===== src/rtl/pipe_pkg.sv =====
// ---------------------------------------------------------------------------
// pipe_pkg
// Shared types and constants for the ID->EX pipeline register slice.
//   REG_IDX_W / DATA_W : register index and datapath widths
//   id_ex_core_t       : fixed-width part of the ID/EX bundle
//   id_ex_t            : full ID/EX bundle at the default control/immediate widths
//   idx_match()        : index compare used by bypass, hold-refresh and load-use
// Optional build macro: R0_HARDWIRE_EN (index 0 never matches a write).
// ---------------------------------------------------------------------------
package pipe_pkg;

    localparam int REG_IDX_W   = 5;
    localparam int DATA_W      = 32;
    localparam int CTRL_W_DFLT = 16;
    localparam int IMM_W_DFLT  = 32;

    localparam logic [REG_IDX_W-1:0] R0 = 5'd0;

    typedef logic [REG_IDX_W-1:0] reg_idx_t;
    typedef logic [DATA_W-1:0]    data_t;

    typedef struct packed {
        logic     valid;
        data_t    a;
        data_t    b;
        reg_idx_t rs;
        reg_idx_t rt;
        reg_idx_t rw;
        logic     we;
        logic     is_load;
    } id_ex_core_t;

    typedef struct packed {
        id_ex_core_t                core;
        logic [CTRL_W_DFLT-1:0]     ctrl;
        logic [IMM_W_DFLT-1:0]      imm;
    } id_ex_t;

    // True when an enabled producer index equals a consumer index.
    // With a hardwired r0, index 0 never carries a real value to forward.
    function automatic logic idx_match(input logic en, input reg_idx_t prod, input reg_idx_t cons);
        logic m;
        m = en && (prod == cons);
`ifdef R0_HARDWIRE_EN
        m = m && (cons != R0);
`endif
        return m;
    endfunction

endpackage


===== src/rtl/id_ex_stage_if.sv =====
// ---------------------------------------------------------------------------
// id_ex_stage_if
// Bundles the decode-side inputs, register-file/writeback inputs, EX control
// and the registered EX outputs of the ID->EX stage.
//   slave  : the stage itself (consumes id_*/rf_*/wb_*/ex_stall/flush,
//            produces id_stall and ex_*)
//   master : the surrounding pipeline (or a testbench)
// ---------------------------------------------------------------------------
interface id_ex_stage_if
    import pipe_pkg::*;
#(
    parameter int CTRL_W = CTRL_W_DFLT,
    parameter int IMM_W  = IMM_W_DFLT
);
    logic              id_valid;
    reg_idx_t          id_rs;
    reg_idx_t          id_rt;
    logic              id_use_rs;
    logic              id_use_rt;
    reg_idx_t          id_rw;
    logic              id_we;
    logic              id_is_load;
    logic [CTRL_W-1:0] id_ctrl;
    logic [IMM_W-1:0]  id_imm;
    data_t             rf_a;
    data_t             rf_b;
    logic              wb_we;
    reg_idx_t          wb_rw;
    data_t             wb_w;
    logic              ex_stall;
    logic              flush;

    logic              id_stall;
    logic              ex_valid;
    data_t             ex_a;
    data_t             ex_b;
    reg_idx_t          ex_rs;
    reg_idx_t          ex_rt;
    reg_idx_t          ex_rw;
    logic              ex_we;
    logic              ex_is_load;
    logic [CTRL_W-1:0] ex_ctrl;
    logic [IMM_W-1:0]  ex_imm;

    modport master (
        output id_valid, id_rs, id_rt, id_use_rs, id_use_rt, id_rw, id_we,
               id_is_load, id_ctrl, id_imm, rf_a, rf_b, wb_we, wb_rw, wb_w,
               ex_stall, flush,
        input  id_stall, ex_valid, ex_a, ex_b, ex_rs, ex_rt, ex_rw, ex_we,
               ex_is_load, ex_ctrl, ex_imm
    );

    modport slave (
        input  id_valid, id_rs, id_rt, id_use_rs, id_use_rt, id_rw, id_we,
               id_is_load, id_ctrl, id_imm, rf_a, rf_b, wb_we, wb_rw, wb_w,
               ex_stall, flush,
        output id_stall, ex_valid, ex_a, ex_b, ex_rs, ex_rt, ex_rw, ex_we,
               ex_is_load, ex_ctrl, ex_imm
    );

endinterface


===== src/rtl/id_ex_stage_operand_bypass.sv =====
// ---------------------------------------------------------------------------
// operand_bypass
// Index/data compare-select: returns wb_w when the in-flight writeback targets
// idx, otherwise base. Used for the two decode operands and for refreshing the
// held EX operands while EX is stalled.
//   idx    in  register index being read
//   base   in  value to use when there is no writeback hit
//   wb_we  in  writeback enable
//   wb_rw  in  writeback index
//   wb_w   in  writeback data
//   data   out selected operand
// Optional build macro: R0_HARDWIRE_EN (index 0 always reads as zero).
// ---------------------------------------------------------------------------
module operand_bypass
    import pipe_pkg::*;
(
    input  reg_idx_t idx,
    input  data_t    base,
    input  logic     wb_we,
    input  reg_idx_t wb_rw,
    input  data_t    wb_w,
    output data_t    data
);

    always_comb begin
        data = base;
        if (idx_match(wb_we, wb_rw, idx)) begin
            data = wb_w;
        end
`ifdef R0_HARDWIRE_EN
        if (idx == R0) begin
            data = '0;
        end
`endif
    end

endmodule


===== src/rtl/id_ex_stage.sv =====
// ---------------------------------------------------------------------------
// id_ex_stage
// ID->EX pipeline register of the 5-stage MIPS core. Captures both register
// file operands with same-cycle writeback bypass (the register file still
// shows old data while a write is in flight), inserts one bubble on load-use,
// holds under EX stall while refreshing held operands from writeback, and
// kills the entering instruction on flush.
//   clk    in  clock, all state updates on posedge
//   rst_n  in  asynchronous active-low reset
//   bus    slave modport of id_ex_stage_if:
//          id_* / rf_* / wb_* / ex_stall / flush in, id_stall / ex_* out
// Parameters: CTRL_W (control word width), IMM_W (immediate width); must
// match the connected interface instance.
// Optional build macro: R0_HARDWIRE_EN (register 0 reads as zero, is never
// forwarded/matched, and never written).
// ---------------------------------------------------------------------------
module id_ex_stage
    import pipe_pkg::*;
#(
    parameter int CTRL_W = CTRL_W_DFLT,
    parameter int IMM_W  = IMM_W_DFLT
)(
    input  logic        clk,
    input  logic        rst_n,
    id_ex_stage_if.slave bus
);

    id_ex_core_t       ex_q;
    logic [CTRL_W-1:0] ex_ctrl_q;
    logic [IMM_W-1:0]  ex_imm_q;

    data_t op_a;
    data_t op_b;
    data_t hold_a;
    data_t hold_b;
    logic  lu;
    logic  we_cap;

    operand_bypass u_byp_a (
        .idx   (bus.id_rs),
        .base  (bus.rf_a),
        .wb_we (bus.wb_we),
        .wb_rw (bus.wb_rw),
        .wb_w  (bus.wb_w),
        .data  (op_a)
    );

    operand_bypass u_byp_b (
        .idx   (bus.id_rt),
        .base  (bus.rf_b),
        .wb_we (bus.wb_we),
        .wb_rw (bus.wb_rw),
        .wb_w  (bus.wb_w),
        .data  (op_b)
    );

    // While EX is held, a writeback to one of its sources would otherwise be
    // lost: the register file has moved on but the held operand has not.
    operand_bypass u_refresh_a (
        .idx   (ex_q.rs),
        .base  (ex_q.a),
        .wb_we (bus.wb_we),
        .wb_rw (bus.wb_rw),
        .wb_w  (bus.wb_w),
        .data  (hold_a)
    );

    operand_bypass u_refresh_b (
        .idx   (ex_q.rt),
        .base  (ex_q.b),
        .wb_we (bus.wb_we),
        .wb_rw (bus.wb_rw),
        .wb_w  (bus.wb_w),
        .data  (hold_b)
    );

    // Load in EX whose destination is read by the decoding instruction.
    always_comb begin
        lu = ex_q.valid & ex_q.is_load & ex_q.we & bus.id_valid &
             (idx_match(bus.id_use_rs, ex_q.rw, bus.id_rs) |
              idx_match(bus.id_use_rt, ex_q.rw, bus.id_rt));
    end

    // Invalid slots never carry a write enable into EX.
    always_comb begin
        we_cap = bus.id_we & bus.id_valid;
`ifdef R0_HARDWIRE_EN
        if (bus.id_rw == R0) begin
            we_cap = 1'b0;
        end
`endif
    end

    // Gated by rst_n so decode is never held while the stage is in reset.
    assign bus.id_stall = rst_n & (bus.ex_stall | (lu & ~bus.flush));

    always_ff @(posedge clk or negedge rst_n) begin
        if (!rst_n) begin
            ex_q      <= '0;
            ex_ctrl_q <= '0;
            ex_imm_q  <= '0;
        end else if (bus.flush) begin
            ex_q      <= '0;
            ex_ctrl_q <= '0;
            ex_imm_q  <= '0;
        end else if (bus.ex_stall) begin
            ex_q.a <= hold_a;
            ex_q.b <= hold_b;
        end else if (lu) begin
            ex_q.valid   <= 1'b0;
            ex_q.we      <= 1'b0;
            ex_q.is_load <= 1'b0;
        end else begin
            ex_q <= '{valid:   bus.id_valid,
                      a:       op_a,
                      b:       op_b,
                      rs:      bus.id_rs,
                      rt:      bus.id_rt,
                      rw:      bus.id_rw,
                      we:      we_cap,
                      is_load: bus.id_is_load};
            ex_ctrl_q <= bus.id_ctrl;
            ex_imm_q  <= bus.id_imm;
        end
    end

    assign bus.ex_valid   = ex_q.valid;
    assign bus.ex_a       = ex_q.a;
    assign bus.ex_b       = ex_q.b;
    assign bus.ex_rs      = ex_q.rs;
    assign bus.ex_rt      = ex_q.rt;
    assign bus.ex_rw      = ex_q.rw;
    assign bus.ex_we      = ex_q.we;
    assign bus.ex_is_load = ex_q.is_load;
    assign bus.ex_ctrl    = ex_ctrl_q;
    assign bus.ex_imm     = ex_imm_q;

endmodule


===== src/flat_wrapper.sv =====
// flat-port wrapper written by rule: the top's interface ports become plain ports
module id_ex_stage_flat import pipe_pkg::*;
#(
    parameter int CTRL_W = CTRL_W_DFLT,
    parameter int IMM_W  = IMM_W_DFLT
)
  (clk, rst_n, bus_id_valid, bus_id_rs, bus_id_rt, bus_id_use_rs, bus_id_use_rt, bus_id_rw, bus_id_we, bus_id_is_load, bus_id_ctrl, bus_id_imm, bus_rf_a, bus_rf_b, bus_wb_we, bus_wb_rw, bus_wb_w, bus_ex_stall, bus_flush, bus_id_stall, bus_ex_valid, bus_ex_a, bus_ex_b, bus_ex_rs, bus_ex_rt, bus_ex_rw, bus_ex_we, bus_ex_is_load, bus_ex_ctrl, bus_ex_imm);
  id_ex_stage_if #(.CTRL_W(CTRL_W), .IMM_W(IMM_W)) bus_i ();
  input  logic clk;
  input  logic rst_n;
  input wire logic [$bits(bus_i.id_valid)-1:0] bus_id_valid;
  input wire logic [$bits(bus_i.id_rs)-1:0] bus_id_rs;
  input wire logic [$bits(bus_i.id_rt)-1:0] bus_id_rt;
  input wire logic [$bits(bus_i.id_use_rs)-1:0] bus_id_use_rs;
  input wire logic [$bits(bus_i.id_use_rt)-1:0] bus_id_use_rt;
  input wire logic [$bits(bus_i.id_rw)-1:0] bus_id_rw;
  input wire logic [$bits(bus_i.id_we)-1:0] bus_id_we;
  input wire logic [$bits(bus_i.id_is_load)-1:0] bus_id_is_load;
  input wire logic [$bits(bus_i.id_ctrl)-1:0] bus_id_ctrl;
  input wire logic [$bits(bus_i.id_imm)-1:0] bus_id_imm;
  input wire logic [$bits(bus_i.rf_a)-1:0] bus_rf_a;
  input wire logic [$bits(bus_i.rf_b)-1:0] bus_rf_b;
  input wire logic [$bits(bus_i.wb_we)-1:0] bus_wb_we;
  input wire logic [$bits(bus_i.wb_rw)-1:0] bus_wb_rw;
  input wire logic [$bits(bus_i.wb_w)-1:0] bus_wb_w;
  input wire logic [$bits(bus_i.ex_stall)-1:0] bus_ex_stall;
  input wire logic [$bits(bus_i.flush)-1:0] bus_flush;
  output wire logic [$bits(bus_i.id_stall)-1:0] bus_id_stall;
  output wire logic [$bits(bus_i.ex_valid)-1:0] bus_ex_valid;
  output wire logic [$bits(bus_i.ex_a)-1:0] bus_ex_a;
  output wire logic [$bits(bus_i.ex_b)-1:0] bus_ex_b;
  output wire logic [$bits(bus_i.ex_rs)-1:0] bus_ex_rs;
  output wire logic [$bits(bus_i.ex_rt)-1:0] bus_ex_rt;
  output wire logic [$bits(bus_i.ex_rw)-1:0] bus_ex_rw;
  output wire logic [$bits(bus_i.ex_we)-1:0] bus_ex_we;
  output wire logic [$bits(bus_i.ex_is_load)-1:0] bus_ex_is_load;
  output wire logic [$bits(bus_i.ex_ctrl)-1:0] bus_ex_ctrl;
  output wire logic [$bits(bus_i.ex_imm)-1:0] bus_ex_imm;
  assign bus_i.id_valid = bus_id_valid;
  assign bus_i.id_rs = bus_id_rs;
  assign bus_i.id_rt = bus_id_rt;
  assign bus_i.id_use_rs = bus_id_use_rs;
  assign bus_i.id_use_rt = bus_id_use_rt;
  assign bus_i.id_rw = bus_id_rw;
  assign bus_i.id_we = bus_id_we;
  assign bus_i.id_is_load = bus_id_is_load;
  assign bus_i.id_ctrl = bus_id_ctrl;
  assign bus_i.id_imm = bus_id_imm;
  assign bus_i.rf_a = bus_rf_a;
  assign bus_i.rf_b = bus_rf_b;
  assign bus_i.wb_we = bus_wb_we;
  assign bus_i.wb_rw = bus_wb_rw;
  assign bus_i.wb_w = bus_wb_w;
  assign bus_i.ex_stall = bus_ex_stall;
  assign bus_i.flush = bus_flush;
  assign bus_id_stall = bus_i.id_stall;
  assign bus_ex_valid = bus_i.ex_valid;
  assign bus_ex_a = bus_i.ex_a;
  assign bus_ex_b = bus_i.ex_b;
  assign bus_ex_rs = bus_i.ex_rs;
  assign bus_ex_rt = bus_i.ex_rt;
  assign bus_ex_rw = bus_i.ex_rw;
  assign bus_ex_we = bus_i.ex_we;
  assign bus_ex_is_load = bus_i.ex_is_load;
  assign bus_ex_ctrl = bus_i.ex_ctrl;
  assign bus_ex_imm = bus_i.ex_imm;
  id_ex_stage #(.CTRL_W(CTRL_W), .IMM_W(IMM_W)) u_core (.clk(clk), .rst_n(rst_n), .bus(bus_i));
endmodule

===== config.mk =====
export PLATFORM = sky130hd
export DESIGN_NAME = id_ex_stage_flat
export DESIGN_NICKNAME = d
export VERILOG_FILES = /design/src/rtl/pipe_pkg.sv /design/src/rtl/id_ex_stage_if.sv /design/src/rtl/id_ex_stage_operand_bypass.sv /design/src/rtl/id_ex_stage.sv /design/src/flat_wrapper.sv
export SDC_FILE = /design/constraint.sdc
export NUM_CORES = 1
export LEC_CHECK = 0
export BUFFER_PORTS_ARGS = -buffer_cell sky130_fd_sc_hd__buf_4
export CELL_PAD_IN_SITES_DETAIL_PLACEMENT = 1
export CELL_PAD_IN_SITES_GLOBAL_PLACEMENT = 1
export CORE_ASPECT_RATIO = 2
export CORE_MARGIN = 2
export CORE_UTILIZATION = 35
export DETAILED_ROUTE_END_ITERATION = 12
export PLACE_DENSITY = 0.8
export SKIP_LAST_GASP = 1
export SYNTH_ARGS = -nofsm -noshare
export SYNTH_HDL_FRONTEND = slang
export SYNTH_SLANG_ARGS = --single-unit

===== constraint.sdc =====
create_clock -name clk -period 2.3 [get_ports clk]
set_input_delay 0.345 -clock clk [delete_from_list [all_inputs] [get_ports clk]]
set_output_delay 0.345 -clock clk [all_outputs]
set_load 0.01 [all_outputs]

======== Yosys cells after proc, flatten, opt, wreduce, memory -nomap -nowiden ========
Index checks and enable logic that the tools add are counted.
storage, ports and cells
  memory bits (writable) .................. 0
  memories ................................ 0
  bits in latches ......................... 0
  output and inout port bits .............. 131
  bits in registers ....................... 130
  bits in read-only memories .............. 0
operators by class
  bitwise logic cells ..................... 10
  $add $sub $neg .......................... 0
  multiplexer cells ....................... 17
  reduce and logical (&&, ||, !) cells .... 9
  order comparisons ....................... 0
  eq/ne operators ......................... 11
  div/mod/pow operators ................... 0
  shifts and indexed selects .............. 0
  multiply operators ...................... 0
operators with widths
  kind                  number
  $mux W32              7
  $mux W82              1
  $mux W79              1
  $mux W64              1
  $mux W16              3
  $eq A5 B5 Y1          6
  $mux W17              1
  $and A1 B1 Y1         7
  $logic_and A1 B1 Y1   6
  $ne A3 B1 Y1 const B  2
  $reduce_and A2 Y1     3
  $ne A3 B3 Y1 const B  1
  $mux W1               2
  $mux W2               1
  $ne A2 B1 Y1 const B  1
  $ne A2 B2 Y1 const B  1
  $or A1 B1 Y1          2
  $not A1 Y1            1

======== Depth between registers and ports, before layout ========
  depth after elaboration ................. 7
  gate-level depth with buffers ........... 6
  gate-level depth less buffers ........... 5

======== Modules after synthesis ========
A second synthesis with hierarchy kept.
unflattened totals
  cells, all modules ...................... 620
  area total of the unflattened synthesis .. 8,232.9 sq um
modules (own cells, without submodules)
  module          area each (sq um)  instances  cells each
  id_ex_stage     5,830.6            1          448
  operand_bypass  600.6              4          43

======== Worst setup path after synthesis ========
No wires, ideal clock.
  path type ............................... register to register
  start ................................... register u_core.ex_q, in the netlist u_core.bus.ex_rt[0]
  end ..................................... register u_core.ex_q, in the netlist u_core.bus.ex_b[1]
  path buffers ............................ 1
  arrival time ............................ 1.707 ns
  setup time .............................. 0.125 ns
  data required time ...................... 2.175 ns
  cell stages (with the launch flop) ...... 7
  slack ................................... 0.469 ns
  cells stage by stage .................... dfrtp_1 xor2_1 nor4_1 a31oi_1 a21oi_2 buf_4 mux2_2
between the ends
  cells in the longest elaborated chain, start to end .. 4
RTL lines
  item                         line                RTL
  start: declaration           id_ex_stage.sv:28   id_ex_core_t ex_q;
  start signal: assignment     id_ex_stage.sv:114  ex_q <= '{valid: bus.id_valid,
  $eq A5 B5 Y1                 pipe_pkg.sv:43      m = en && (prod == cons);
  $logic_and A1 B1 Y1          pipe_pkg.sv:43
  $ne A3 B1 Y1 (no line)       n/a
  $reduce_and A2 Y1 (no line)  n/a
Every way passes these cells.
A chain may end at the register's enable or synchronous reset.

======== Worst setup path in the final report ========
  start ................................... register u_core.ex_q, in the netlist u_core.bus.ex_rw[3]
  end ..................................... output bus_id_stall
between the ends
  cells in the longest elaborated chain, start to end .. 7
  elaborated cells on any way between the ends .. 9
  classes of those cells .................. eq/ne: 2; bitwise: 5; reduce/logical: 2
RTL lines
  item                 line                RTL
  $eq A5 B5 Y1         pipe_pkg.sv:43
  $logic_and A1 B1 Y1  pipe_pkg.sv:43
  $or A1 B1 Y1 (*)     id_ex_stage.sv:80   (idx_match(bus.id_use_rs, ex_q.rw, bus.id_rs) |
  $and A1 B1 Y1 (*)    id_ex_stage.sv:79   lu = ex_q.valid & ex_q.is_load & ex_q.we & bus.id_valid &
  $and A1 B1 Y1 (*)    id_ex_stage.sv:95   assign bus.id_stall = rst_n & (bus.ex_stall | (lu & ~bus.flush));
  $or A1 B1 Y1 (*)     id_ex_stage.sv:95
  $and A1 B1 Y1 (*)    id_ex_stage.sv:95
  end: declaration     flat_wrapper.sv:28  output wire logic [$bits(bus_i.id_stall)-1:0] bus_id_stall;
Every way passes the cells marked *; elsewhere a longest branch is shown, timed or not.

==> flow_summary.json <==
{
  "antennaDiodeCount": 0,
  "crit_path_start_kind": "register",
  "syn_inst": 555,
  "ys_seq_area_share_pct": 50.2,
  "dieArea_mm2": 0.0197,
  "slew_viol_final": 0,
  "grt_pass1_vias": 6215,
  "cts_tree": "yes",
  "layout_min_cycle_time_ps": 2500,
  "track_usage_pct": 22.6,
  "ys_ff_latch": 130,
  "hpwl_mm": 16.3,
  "path_clk_slew_ps": 60,
  "path_max_fanout": 2,
  "p_leak_nw": 5.18,
  "critPathTopFamily": "simple AND/OR/NAND/NOR gates",
  "min_path_cells": 2,
  "cp-end-kind": "output port",
  "synth_nets": 729,
  "r2r_cells": 8,
  "overflow": 0,
  "crit_chain": "xnor2_2 -> nand4_1 -> o32ai_4 -> buf_6 -> a21oi_2 -> nor2b_1 -> buf_4",
  "core_area_mm2": 0.0182,
  "clock_sinks": 130,
  "first_iter_violations": 132,
  "grt_max_degree": 91,
  "synth_edf_count": 0,
  "routed_wl_mm": 22.8,
  "nFillCells": 1972,
  "start_util_pct": 35.6,
  "io_pins": 305,
  "fmax_mhz": 400,
  "powerDensity_mw_per_mm2": 684,
  "fp.dieH_um": 197,
  "grt_setup_unrepaired": "true",
  "async_reset_ff_share_pct": 100,
  "ys_warn_count": 0,
  "htree_levels": 4,
  "viasPerCell": 5.18,
  "syn_area_mm2": 0.00648,
  "remaining_drc_errors": 0,
  "path_buf_inv": 2,
  "path_class": "register to output port",
  "synth.avg_cell_area_um2": 11.7,
  "fin_skew_ps": 9.58,
  "setup_ws_ps": -201,
  "final_cell_mix": "328 x buf_4, 131 x nand2_1, 127 x dfrtp_1, 63 x mux2i_1, 61 x a22o_1",
  "vdd_drop_max_mv": 0.369,
  "clk_latency_ps": 410,
  "holdWs_ps": 143,
  "cp.depth": 7,
  "drive_gt1_share_pct": 51.3,
  "io_buffers": 304,
  "ant_nets": 0,
  "cp.required_ps": 1960,
  "worst_pin_slew_ps": 826,
  "antenna_found_initial": 0,
  "hold_class": "primary input to register",
  "r2r_slack_ps": 40,
  "multiInputGateArea_mm2": 0.00312,
  "vias": 5722,
  "hold_violations": 0,
  "core.rowCount": 70,
  "grt_pass1_wl_mm": 34.3,
  "wl_per_cell_um": 20.7,
  "ys_types": 35,
  "layout_commonest_cell": "buf_4",
  "fin_crit_sh_pct": 109,
  "synth-main-ff-cell": "dfrtp_1",
  "slowest_delay_ps": 420,
  "seq_area_mm2": 0.00326,
  "synthToLayoutAreaGrowth_pct": 53.7,
  "fp.dieW_um": 100,
  "status": "complete, but fails checks",
  "max_slew_margin_pct": 45.0,
  "numCtsBuffers": 17,
  "maxCapViolCount": 0,
  "total_power_mw": 6.82,
  "clock_tree.buffer_depth": 2,
  "cp_slowest_cell": "dfrtp_1",
  "arrival_ps": 2160,
  "drtPass1Iterations": 4,
  "setup_viol": 1,
  "clk_root_buffer_cell": "clkbuf_16",
  "violations": "setup timing",
  "globalplace.congestion": 0.841,
  "nNetsFinal": 1050
}
per-stage QoR:
step	instances	TNS (ps)	area [um^2]	util (%)	setup slack (ps)
finish	1105	-201	9970	54.7	-201
global route	1105	-348	9970	54.7	-306
CTS	1092	-76.9	9830	54.0	-76.9
detailed placement	1052	0	9120	50.0	166
global placement	1052	0	9120	50.0	187
floorplan	555	0	6480	-	469
final timing paths:
path	start	to
setup reg to reg	u_core.bus.ex_rw[3]	u_core.bus.ex_b[23]
setup / recovery	u_core.bus.ex_rw[3]	bus_id_stall
hold / removal	bus_flush	u_core.bus.ex_is_load
max in group asynchronous	rst_n	u_core.bus.ex_b[27]
min in group asynchronous	rst_n	u_core.bus.ex_b[3]
hold reg to reg	u_core.bus.ex_a[28]	u_core.bus.ex_a[28]
cell families after synthesis:
group                     Yosys count  share of synthesized area (%)
and+or+nand+nor                   146                           9.24
DFF                               130                           50.2
muxes                             127                           22.5
AOI/OAI and AO/OA                  80                           10.7
buffers and inverters              42                           3.30
xor gates and xnor gates           30                           4.05
power by group:
group | total [mW] | internal, mW | switching, mW
Clock | 2.86 | 1.84 | 1.03
Combinational | 1.37 | 0.763 | 0.610
Sequential | 2.59 | 2.47 | 0.120
Yosys cell counts, types with 2 or more instances:
library cell	instances	area share, %
a21oi_1	2	0.15
a21oi_2	2	0.27
a22o_1	61	8.2
a31oi_1	5	0.48
a32o_1	2	0.31
buf_2	18	1.4
buf_4	3	0.35
buf_6	3	0.52
clkbuf_1	15	0.87
dfrtp_1	130	50
inv_1	2	0.12
mux2_2	35	6.1
mux2_4	29	6.7
mux2i_1	63	9.7
nand2_1	131	7.6
nand4_1	3	0.29
nor2b_1	2	0.19
nor4_1	2	0.19
nor4_2	2	0.39
o2bb2ai_1	2	0.27
xnor2_1	14	1.9
xor2_1	16	2.2
cell type report:
class,instances,share of cell area [%]
flip-flops and latches,130,32.7
well taps,216,2.71
clock inverters,10,1.58
multi-input cells,383,31.3
repair buffers,341,27.0
inverters,3,0.126
clock buffers,22,4.56
worst reg2reg max path, cell delays in order (launching register included):
cell	delay, ps
dfrtp_1	420
xnor2_2	200
nand4_1	250
buf_4	220
buf_4	130
o22ai_4	250
a21oi_4	100
buf_12	220
mux2_4	350
registers in the layout, indices dropped and copies added (netlist names):
signal / cells
u_core.bus.ex_rt: 5
u_core.bus.ex_ctrl: 16
u_core.bus.ex_rs: 5
u_core.bus.ex_is_load: 1
u_core.bus.ex_imm: 32
u_core.bus.ex_valid: 1
u_core.bus.ex_a: 32
u_core.bus.ex_we: 1
u_core.bus.ex_rw: 5
u_core.bus.ex_b: 32
per-layer routing:
layer | wire length, um | track usage (%)
met5 | 0 | 0
met4 | 789 | 9.64
met3 | 1240 | 5.35
met2 | 12600 | 42.0
met1 | 8200 | 23.8
what timing repair did:
action	CTS	global route
hold buffers	1	0
pin swaps	4	5
hold endpoints to repair	34	0
buffers inserted	7	13
setup endpoints to repair	1	114
cloned	0	0
resized for setup	8	5
Power figures use the tool's default switching activity.
